File: src/rtl/mem_wb_stage.sv
// Memory / writeback stage: turns EX results into register writes, running a
// single bus transfer for loads and stores and flagging misaligned accesses.
module mem_wb_stage (
    input  logic        clk,
    input  logic        rst,
    input  logic        valid_i,
    input  logic        memRead_i,
    input  logic        memWrite_i,
    input  logic [1:0]  memSize_i,
    input  logic        memSigned_i,
    input  logic [31:0] addr_i,
    input  logic [31:0] storeData_i,
    input  logic [31:0] aluResult_i,
    input  logic        writeEnable_i,
    input  logic [4:0]  writeAddr_i,
    output logic        busReq_o,
    output logic        busWe_o,
    output logic [31:0] busAddr_o,
    output logic [3:0]  busBe_o,
    output logic [31:0] busWdata_o,
    input  logic [31:0] busRdata_i,
    input  logic        busAck_i,
    output logic        stall_o,
    output logic        regWriteEnable_o,
    output logic [4:0]  regWriteAddr_o,
    output logic [31:0] regWriteData_o,
    output logic        excAddrErr_o
);
    typedef enum logic {S_IDLE, S_BUS} state_t;

    state_t      r_state, w_next;
    logic        r_isLoad, r_signed, r_we;
    logic [1:0]  r_size, r_lane;
    logic [4:0]  r_wa;

    logic        w_memOp, w_isLoad, w_misal, w_accept;
    logic [3:0]  w_be;
    logic [31:0] w_wdata, w_loadData;
    logic [7:0]  w_byte;
    logic [15:0] w_half;

    assign w_memOp  = memRead_i | memWrite_i;
    assign w_isLoad = memRead_i;    // read+write together behaves as a load
    assign w_misal  = (memSize_i == 2'b01 && addr_i[0]) ||
                      (memSize_i[1] && addr_i[1:0] != 2'b00);
    assign w_accept = (r_state == S_IDLE) && valid_i && w_memOp && !w_misal;

    always_comb begin
        w_be    = 4'b1111;
        w_wdata = storeData_i;
        if (!w_isLoad) begin
            case (memSize_i)
                2'b00: begin
                    w_be    = 4'b0001 << addr_i[1:0];
                    w_wdata = {4{storeData_i[7:0]}};
                end
                2'b01: begin
                    w_be    = addr_i[1] ? 4'b1100 : 4'b0011;
                    w_wdata = {2{storeData_i[15:0]}};
                end
                default: ;
            endcase
        end
    end

    always_comb begin
        w_byte     = busRdata_i[8*r_lane +: 8];
        w_half     = r_lane[1] ? busRdata_i[31:16] : busRdata_i[15:0];
        w_loadData = busRdata_i;
        case (r_size)
            2'b00:   w_loadData = {{24{r_signed & w_byte[7]}}, w_byte};
            2'b01:   w_loadData = {{16{r_signed & w_half[15]}}, w_half};
            default: ;
        endcase
    end

    always_ff @(posedge clk) begin
        if (!rst) r_state <= S_IDLE;
        else      r_state <= w_next;
    end

    always_comb begin
        w_next = r_state;
        case (r_state)
            S_IDLE:  if (w_accept) w_next = S_BUS;
            S_BUS:   if (busAck_i) w_next = S_IDLE;
            default: w_next = S_IDLE;
        endcase
    end

    always_comb begin
        stall_o = 1'b0;
        if (rst) begin
            case (r_state)
                S_IDLE:  stall_o = w_accept;
                S_BUS:   stall_o = !busAck_i;
                default: stall_o = 1'b0;
            endcase
        end
    end

    always_ff @(posedge clk) begin
        if (!rst) begin
            busReq_o         <= 1'b0;
            busWe_o          <= 1'b0;
            busAddr_o        <= '0;
            busBe_o          <= '0;
            busWdata_o       <= '0;
            regWriteEnable_o <= 1'b0;
            regWriteAddr_o   <= '0;
            regWriteData_o   <= '0;
            excAddrErr_o     <= 1'b0;
            r_isLoad         <= 1'b0;
            r_signed         <= 1'b0;
            r_we             <= 1'b0;
            r_size           <= '0;
            r_lane           <= '0;
            r_wa             <= '0;
        end else begin
            regWriteEnable_o <= 1'b0;
            excAddrErr_o     <= 1'b0;
            if (r_state == S_IDLE) begin
                if (valid_i && w_memOp) begin
                    if (w_misal) begin
                        excAddrErr_o <= 1'b1;
                    end else begin
                        busReq_o   <= 1'b1;
                        busWe_o    <= !w_isLoad;
                        busAddr_o  <= {addr_i[31:2], 2'b00};
                        busBe_o    <= w_be;
                        busWdata_o <= w_wdata;
                        r_isLoad   <= w_isLoad;
                        r_signed   <= memSigned_i;
                        r_size     <= memSize_i;
                        r_lane     <= addr_i[1:0];
                        r_we       <= writeEnable_i;
                        r_wa       <= writeAddr_i;
                    end
                end else if (valid_i) begin
                    regWriteEnable_o <= writeEnable_i;
                    regWriteAddr_o   <= writeAddr_i;
                    regWriteData_o   <= aluResult_i;
                end
            end else if (busAck_i) begin
                busReq_o <= 1'b0;
                if (r_isLoad) begin
                    regWriteEnable_o <= r_we;
                    regWriteAddr_o   <= r_wa;
                    regWriteData_o   <= w_loadData;
                end
            end
        end
    end
endmodule

File: config.mk
export PLATFORM = sky130hd
export DESIGN_NAME = mem_wb_stage
export DESIGN_NICKNAME = d
export VERILOG_FILES = /design/src/rtl/mem_wb_stage.sv
export SDC_FILE = /design/constraint.sdc
export NUM_CORES = 1
export LEC_CHECK = 0
export CELL_PAD_IN_SITES_DETAIL_PLACEMENT = 0
export CELL_PAD_IN_SITES_GLOBAL_PLACEMENT = 2
export CORE_MARGIN = 4
export CORE_UTILIZATION = 21
export CTS_CLUSTER_SIZE = 25
export DETAILED_ROUTE_END_ITERATION = 8
export HOLD_SLACK_MARGIN = 0.05
export MAX_ROUTING_LAYER = met4
export PLACE_DENSITY_LB_ADDON = 0.1
export SLEW_MARGIN = 5
export SYNTH_ARGS = -nofsm -noshare
export SYNTH_HDL_FRONTEND = slang
export SYNTH_SLANG_ARGS = --single-unit
File: constraint.sdc
create_clock -name clk -period 1.8 [get_ports clk]
set_input_delay 0.36 -clock clk [delete_from_list [all_inputs] [get_ports clk]]
set_output_delay 0.36 -clock clk [all_outputs]
set_load 0.02 [all_outputs]
## Word-level counts from Yosys, hierarchy flattened

Index checks and enable logic that the tools add are counted.

- Register bits: 120
- Latch bits: 0
- RAM bits: 0
- ROM bits: 0
- Bits of input ports: 143
- Word-level logic and storage cells: 82
- Memories kept: 0

- Add/subtract/negate cells: 0
- Multipliers: 0
- Divide/modulo/power cells: 0
- $lt $le $gt $ge: 0
- Equality and inequality tests: 6
- Shift-type cells: 2
- Mux-type cells: 32
- Bitwise logic cells: 7
- Reductions and logical operators: 19

Operator list:

| operator | number |
|---|---|
| $mux 32 | 6 |
| $pmux 32 s2 | 2 |
| $shiftx 32x6->8 | 1 |
| $mux 5 | 5 |
| $mux 16 | 1 |
| $mux 1 | 13 |
| $mux 4 | 2 |
| $pmux 4 s2 | 1 |
| $logic_and 1x1->1 | 6 |
| $ne 2x2->1 const B | 3 |
| $reduce_and 3->1 | 2 |
| $reduce_bool 2->1 | 3 |
| $eq 2x1->1 const B | 2 |
| $logic_not 2->1 | 2 |
| $not 1->1 | 4 |
| $pmux 1 s2 | 2 |
| $reduce_and 4->1 | 1 |
| $shl 1x2->4 const A | 1 |
| $logic_not 1->1 | 3 |
| $reduce_or 3->1 | 1 |
| $and 1x1->1 | 2 |
| $ne 2x1->1 const B | 1 |
| $logic_or 1x1->1 | 1 |
| $or 1x1->1 | 1 |

## Depth between registers and ports, before layout

Gate-level depths: netlist (run 1).

- Word-level depth: 7
- Gate-level depth with buffers: 8
- Gate-level depth less buffers: 4

## Worst setup path after synthesis (run 1)

No wires, ideal clock.

- Path kind: register to output
- Start: reg r_state
- End: out stall_o
- Arrival: 1.744 ns
- Required time: 1.440 ns
- Path slack: -0.304 ns
- Cell stages (with the launch flop): 8
- Buffers on the path: 4
- Path through: dfxtp_1 > buf_6 > nand2b_1 > nand4bb_1 > clkbuf_1 > clkbuf_1 > buf_2 > a21boi_0

- Word-level cells in the longest chain between the ends: 6

Ends and longest elaborated chain:

| element | line | text |
|---|---|---|
| start, declared | 31 | `state_t r_state, w_next;` |
| start signal, assigned | 79 | `else r_state <= w_next;` |
| $not 1->1 (no line) | - |  |
| $logic_and 1x1->1 (3 in a row) | 46 | `assign w_accept = (r_state == S_IDLE) && valid_i && w_memOp && !w_misal;` |
| $pmux 1 s2 * | 94 | `case (r_state)` |
| $mux 1 * | 93 | `if (rst) begin` |
| end, declared | 23 | `output logic stall_o,` |

Mark *: on every way between the ends. The rest lies on a longest branch, timed or not.

## Final worst setup path (run 1)

Same ends and word-level chain as after synthesis.

==> results of run 1 <==
## placed cells by master (no fill, tap or decap), types with 2 or more instances in the layout
master	netlist	layout
mux2_2	9	9
nand2b_1	6	5
clkinvlp_4	0	5
a21oi_1	9	9
dlygate4sd2_1	0	6
o2111a_1	7	7
a21boi_0	74	73
o211a_1	18	18
buf_12	0	12
bufinv_16	0	3
nand2_2	1	2
o22ai_1	7	7
inv_6	0	4
dlymetal6s2s_1	0	20
dfxtp_1	120	119
nor2b_1	2	2
conb_1	1	2
clkbuf_16	0	17
clkdlybuf4s50_1	0	222
o21ai_0	10	9
buf_4	2	58
a211o_1	7	7
a22oi_1	15	15
nor2_1	38	36
nor2_2	0	2
nand2_1	168	167
o21ai_1	1	2
o211ai_1	38	38
or3_1	7	7
clkbuf_8	0	2
inv_1	3	3
nor3b_1	2	2
mux2i_1	20	20
nand3_1	10	10
o221ai_1	8	8
a22o_1	18	18
a21boi_1	2	2
## logic make-up (layout without fill, tap and decap cells)
family                 count (synthesis)  in the layout  share of synthesized area
muxes                                 30             30                     0.0563
DFF                                  120            120                      0.418
AOI/OAI and AO/OA                    218            218                      0.296
buffers and inverters                 67            354                     0.0533
other                                  1              3                   0.000652
and+or+nand+nor                      242            242                      0.177
## final cells by class
type	count	area [um^2]
fill	2764	17200
timing repair buffer	319	3210
multi-input combinational	492	3090
sequential	120	2410
clock buffer	19	453
tap	341	427
clock inverter	13	168
inverter	3	11.3
antenna	1	2.50
## worst max-delay path: stages (launching register included)
cell and delay [ps]:
dfxtp_4 380, nand2b_4 150, nand4bb_4 210, a21boi_4 150, buf_6 130
## stage by stage
step	util	hold WS [ps]	setup TNS [ps]
detailed placement	0.336	458	-30670
global route	0.363	283	-63.9
finish	0.363	299	0
CTS	0.360	276	-60.2
floorplan	-	443	0
global placement	0.336	450	-25170
## power by group
group	internal [uW]	switching [uW]
registers	2790	81.9
logic	810	713
clock network	2270	1340
total	5860	2140
## how the worst min path moves through the flow
| stage | from | end | slack [ps] | depth (start not counted) |
|---|---|---|---|---|
| 3_5_place_dp | r_wa[1]$_SDFFE_PN0P_ | r_wa[1]$_SDFFE_PN0P_ | 460 | 2 |
| 2_1_floorplan | r_wa[0]$_SDFFE_PN0P_ | r_wa[0]$_SDFFE_PN0P_ | 440 | 2 |
| 5_1_grt | rst | regWriteData_o[4]$_SDFFE_PN0P_ | 280 | 2 |
| 6_report | rst | regWriteData_o[4]$_SDFFE_PN0P_ | 300 | 2 |
| 3_3_place_gp | busAddr_o[8]$_SDFFE_PN0P_ | busAddr_o[8]$_SDFFE_PN0P_ | 450 | 2 |
| 4_1_cts | rst | regWriteData_o[4]$_SDFFE_PN0P_ | 280 | 2 |
## sequential cells by signal (all words and copies together) (netlist names), 2 cells and up
register / flops
busWdata_o: 32
regWriteData_o: 32
busAddr_o: 30
r_wa: 5
regWriteAddr_o: 5
busBe_o: 4
r_lane: 2
r_size: 2
## per-layer routing
metal  up-vias  part of all wire
met1      2808              0.42
met3        26             0.085
met4         0             0.016
met2       216              0.48
met5         -                 0
li1       2977                 -
## timing repair
item                                    CTS  global route
endpoints found under the setup margin    3            22
pin swaps                                 2             1
buffers inserted                          2             0
resized for setup                        13            22
cloned                                    0             0
==> flow_summary.toml, run 1 <==
[route]
wl_per_cell_um = 18.2
num_vias = 6027
wl_um = 23700
drtPass1Iterations = 4
route.detailed.drc = 0
drtIter0Drc = 354
via_per_inst = 4.61
ant_nets = 0

[cts]
worstSkewPairLatency_ps = 410
cts_root_buffer = "clkbuf_16"
numClockSinks = 120
postCtsHoldBufs = 0
cts-buffers-inserted = 17
path_clk_slew_ps = 60
h-tree-depth = 4
cts_tree = "yes"
cts_buffer_depth = 2

[global_routing]
top_usage_layer = "met2"
grtUsageMet3 = 0.0561
grt-ovfl-total = 0
antenna_found_initial = 1
grt_pass1_vias = 6401
grt_pass1_wl_um = 36600
grt_max_degree = 78
use_met1 = 0.186
grt_usage = 0.159
gr-usage-met2 = 0.261

[sta]
slew_viol_final = 0
period_share = 0.996
fmax_mhz = 558
setup_viol = 0
slew_headroom = 0.664
layout_setup_ws_ps = 7.48
rsz0062_at_grt = "true"
hold_viol_final = 0
finClkSkew_ps = 9.80
period_minus_slack_ps = 1790
tightest_slew_ps = 497

[yosys]
synth_top_area_frac = 0.418
synth_most_common_cell = "nand2_1"
synthesis.area_mm2 = 0.00575
synth_cell_type_count = 44
synth_top_flop_cell = "dfxtp_1"
synth_common_cells = "nand2_1 (168), dfxtp_1 (120), a21boi_0 (74)"
synthCells = 678
synth.avg_cell_area_um2 = 8.49
synth_edf_count = 0
synth_warnings = 0
seq_area_frac_synth = 0.418
synth-async-reset-ratio = 0
synth_seq_cells = 120
synth.largest_area_cell = "dfxtp_1"
ys_top_cells_by_area = "dfxtp_1 (42%), nand2_1 (11%), a21boi_0 (9.7%)"

[placed_design]
place.gp.congestion = 0.845
hpwl_um = 18300
dp_slack_ps = -391
port_buffers = 250
place_area_mm2 = 0.00906
place_inst = 1273

[pwr]
peakVddDrop_mv = 0.441
power_uw = 8000
cellPowerDensity_mw_per_mm2 = 819
p_leak_uw = 0.00402

[die]
initial_utilization = 0.213
rows = 60
die_y_um = 174
core_area_mm2 = 0.0270
die_width_um = 174
die_area_mm2 = 0.0301
ios = 253

[critical_path]
crit_arrival_ps = 1430
rr_startpoint = "r_lane[1]$_SDFFE_PN0P_"
crit_end = "stall_o"
critPathLaunchType = "flop"
worstPathMaxFanout = 8
worstPathRequired_ps = 1440
ff2ff_path_depth = 5
crit_start = "r_state$_SDFF_PN0_"
r2r_slack_ps = 80
worstSetupEndpointType = "output port"
crit_type = "reg2out"
r2r_end = "regWriteData_o[19]$_SDFFE_PN0P_"

[layout]
stdcell_area_mm2 = 0.00977
drive_gt1_frac = 0.129
final_cells = 1308
nNetsFinal = 1096
syn_to_final_growth_pct = 69.9

[flow_run]
cap_violations = 0

[status]
status = "complete, no violations"

[min_path]
min_path_type = "in2reg"
(Power assumes the default switching activity.)
==> run 2, diff against run 1 <==
- CORE_ASPECT_RATIO: unset -> 0.8
- PLACE_DENSITY: unset -> 0.77
- PLACE_DENSITY_LB_ADDON: 0.1 -> unset
==> run 2 against run 1 <==
The flow now finishes with violations (negative setup slack). Design area shrank 0.87%. Routed wire length is 0.91% higher. Sequential power hardly changed. Critical path depth increased by 1. Die area barely moved. Cell count up 0.15%. Power fell by 0.61%. Clock power barely moved. Sequential share of layout area up 0.19 points. Critical path type is now in2out. Largest cell class is now multi-input gates. Highest routed layer unchanged.
==> flow_summary.toml, run 2 (synthesis results as in run 1) <==
[status]
status = "complete, but fails checks"
violations = "negative setup slack"

[flow_run]
cap_violations = 0

[critical_path]
worstPathRequired_ps = 1440
cp_cell_sequence = "clkdlybuf4s50_1, nor2_1, nand4bb_4, a21boi_4, buf_6"
critical_path.max_stage_delay_ps = 500
worstSetupEndpointType = "output port"
crit_arrival_ps = 1460
cp_slowest_cell = "clkdlybuf4s50_1"
crit_type = "in2out"
worstPathMaxFanout = 2
ff2ff_path_depth = 4
critPathLaunchType = "input port"

[cts]
cts_setup_buffers = 0
postCtsHoldBufs = 0
cts_buffer_depth = 2
cts_tree = "yes"
cts-buffers-inserted = 17
numClockSinks = 120
cts_root_buffer = "clkbuf_16"
worstSkewPairLatency_ps = 410
path_clk_slew_ps = 60
h-tree-depth = 4

[route]
ant_nets = 0
num_vias = 5953
wl_um = 24000
route.detailed.drc = 0
drtIter0Drc = 349
wl_per_cell_um = 18.3
drtPass1Iterations = 4
via_per_inst = 4.54

[sta]
setup_tns_ps = -15.8
rsz0062_at_grt = "true"
finClkSkew_ps = 6.89
slew_viol_final = 0
setup_viol = 1
period_share = 1.01
slew_headroom = 0.654
fmax_mhz = 551
hold_viol_final = 0
layout_setup_ws_ps = -15.8
tightest_slew_ps = 519
period_minus_slack_ps = 1820

[layout]
top_regs = "busWdata_o: 32 flops, regWriteData_o: 32 flops, busAddr_o: 30 flops"
nNetsFinal = 1080
drive_gt1_frac = 0.112
syn_to_final_growth_pct = 68.4
fillers = 2732
mostFrequentLayoutCells = "clkdlybuf4s50_1 (218), nand2_1 (167), dfxtp_1 (119)"
finalCoreUtilization = 0.364
final_common_cell = "clkdlybuf4s50_1"

[placed_design]
port_buffers = 250
hpwl_um = 17200
place.gp.congestion = 0.831

[die]
initial_utilization = 0.216
die_width_um = 193
die_area_mm2 = 0.0301
rows = 53
core_area_mm2 = 0.0266
ios = 253
die_y_um = 156

[pwr]
peakVddDrop_mv = 0.553
p_leak_uw = 0.00401
cellPowerDensity_mw_per_mm2 = 821

[global_routing]
grt_max_degree = 108
grt_pass1_vias = 6000
grt_pass1_wl_um = 35200
antenna_found_initial = 2
grt-ovfl-total = 0
grt_usage = 0.157

[min_path]
min_path_type = "in2reg"
hold_path_depth = 5
## run 2: worst max-delay path: cells and delay by family
family | cells | cell delay [ps]
AO/OA/AOI/OAI | 1 | 150
buffers and inverters | 2 | 640
AND/OR/NAND/NOR | 2 | 310
## run 2: area by class of cell
type                    count  area [um^2]  area share
multi-input cells         494         3140       0.324
repair buffers            301         3080       0.317
flip-flops and latches    120         2400       0.248
clock buffers              23          458      0.0473
well taps                 357          447      0.0461
clock inverters             9          148      0.0152
inverters                   3         11.3     0.00116
diodes                      3         7.51    0.000775
## run 2: per-layer routing
layer | track usage | up-vias | wire length, um
li1 | - | 2949 | -
met4 | 0.0361 | 0 | 227
met3 | 0.0624 | 18 | 2270
met5 | - | - | 0
met2 | 0.227 | 217 | 10000
met1 | 0.207 | 2769 | 11400
## run 2: final timing paths
| path | end | startpoint | slack (ps) |
|---|---|---|---|
| worst max register to register | regWriteData_o[25]$_SDFFE_PN0P_ | r_state$_SDFF_PN0_ | 50 |
| worst min register to register | regWriteData_o[9]$_SDFFE_PN0P_ | regWriteData_o[9]$_SDFFE_PN0P_ | 450 |
| worst min-delay path | excAddrErr_o$_SDFF_PP0_ | valid_i | 360 |
| worst max-delay path | stall_o | memRead_i | -20 |
## run 2: power breakdown
| part | switching (uW) | total [uW] | internal [uW] |
|---|---|---|---|
| registers | 72.2 | 2860 | 2790 |
| clock network | 1250 | 3590 | 2340 |
| logic | 723 | 1500 | 779 |
## run 2: through the flow
| step | power (uW) | setup WS (ps) | hold slack (ps) | instances | area, um^2 |
|---|---|---|---|---|---|
| 2_1_floorplan | 3560 | 4.45 | 443 | 679 | 5770 |
| 3_3_place_gp | 4420 | -658 | 443 | 1273 | 8950 |
| 3_5_place_dp | 4420 | -637 | 451 | 1273 | 8950 |
| 4_1_cts | 8080 | -63.6 | 458 | 1305 | 9570 |
| 5_1_grt | 8330 | -62.4 | 375 | 1309 | 9690 |
| 6_report | 7950 | -15.8 | 359 | 1310 | 9690 |
## run 2: timing repair
action | 4_1_cts | 5_1_grt
hold endpoints to repair | 0 | 0
gates resized for setup | 20 | 33
pin swaps | 5 | 4
endpoints found under the setup margin | 94 | 119
gates cloned | 0 | 2
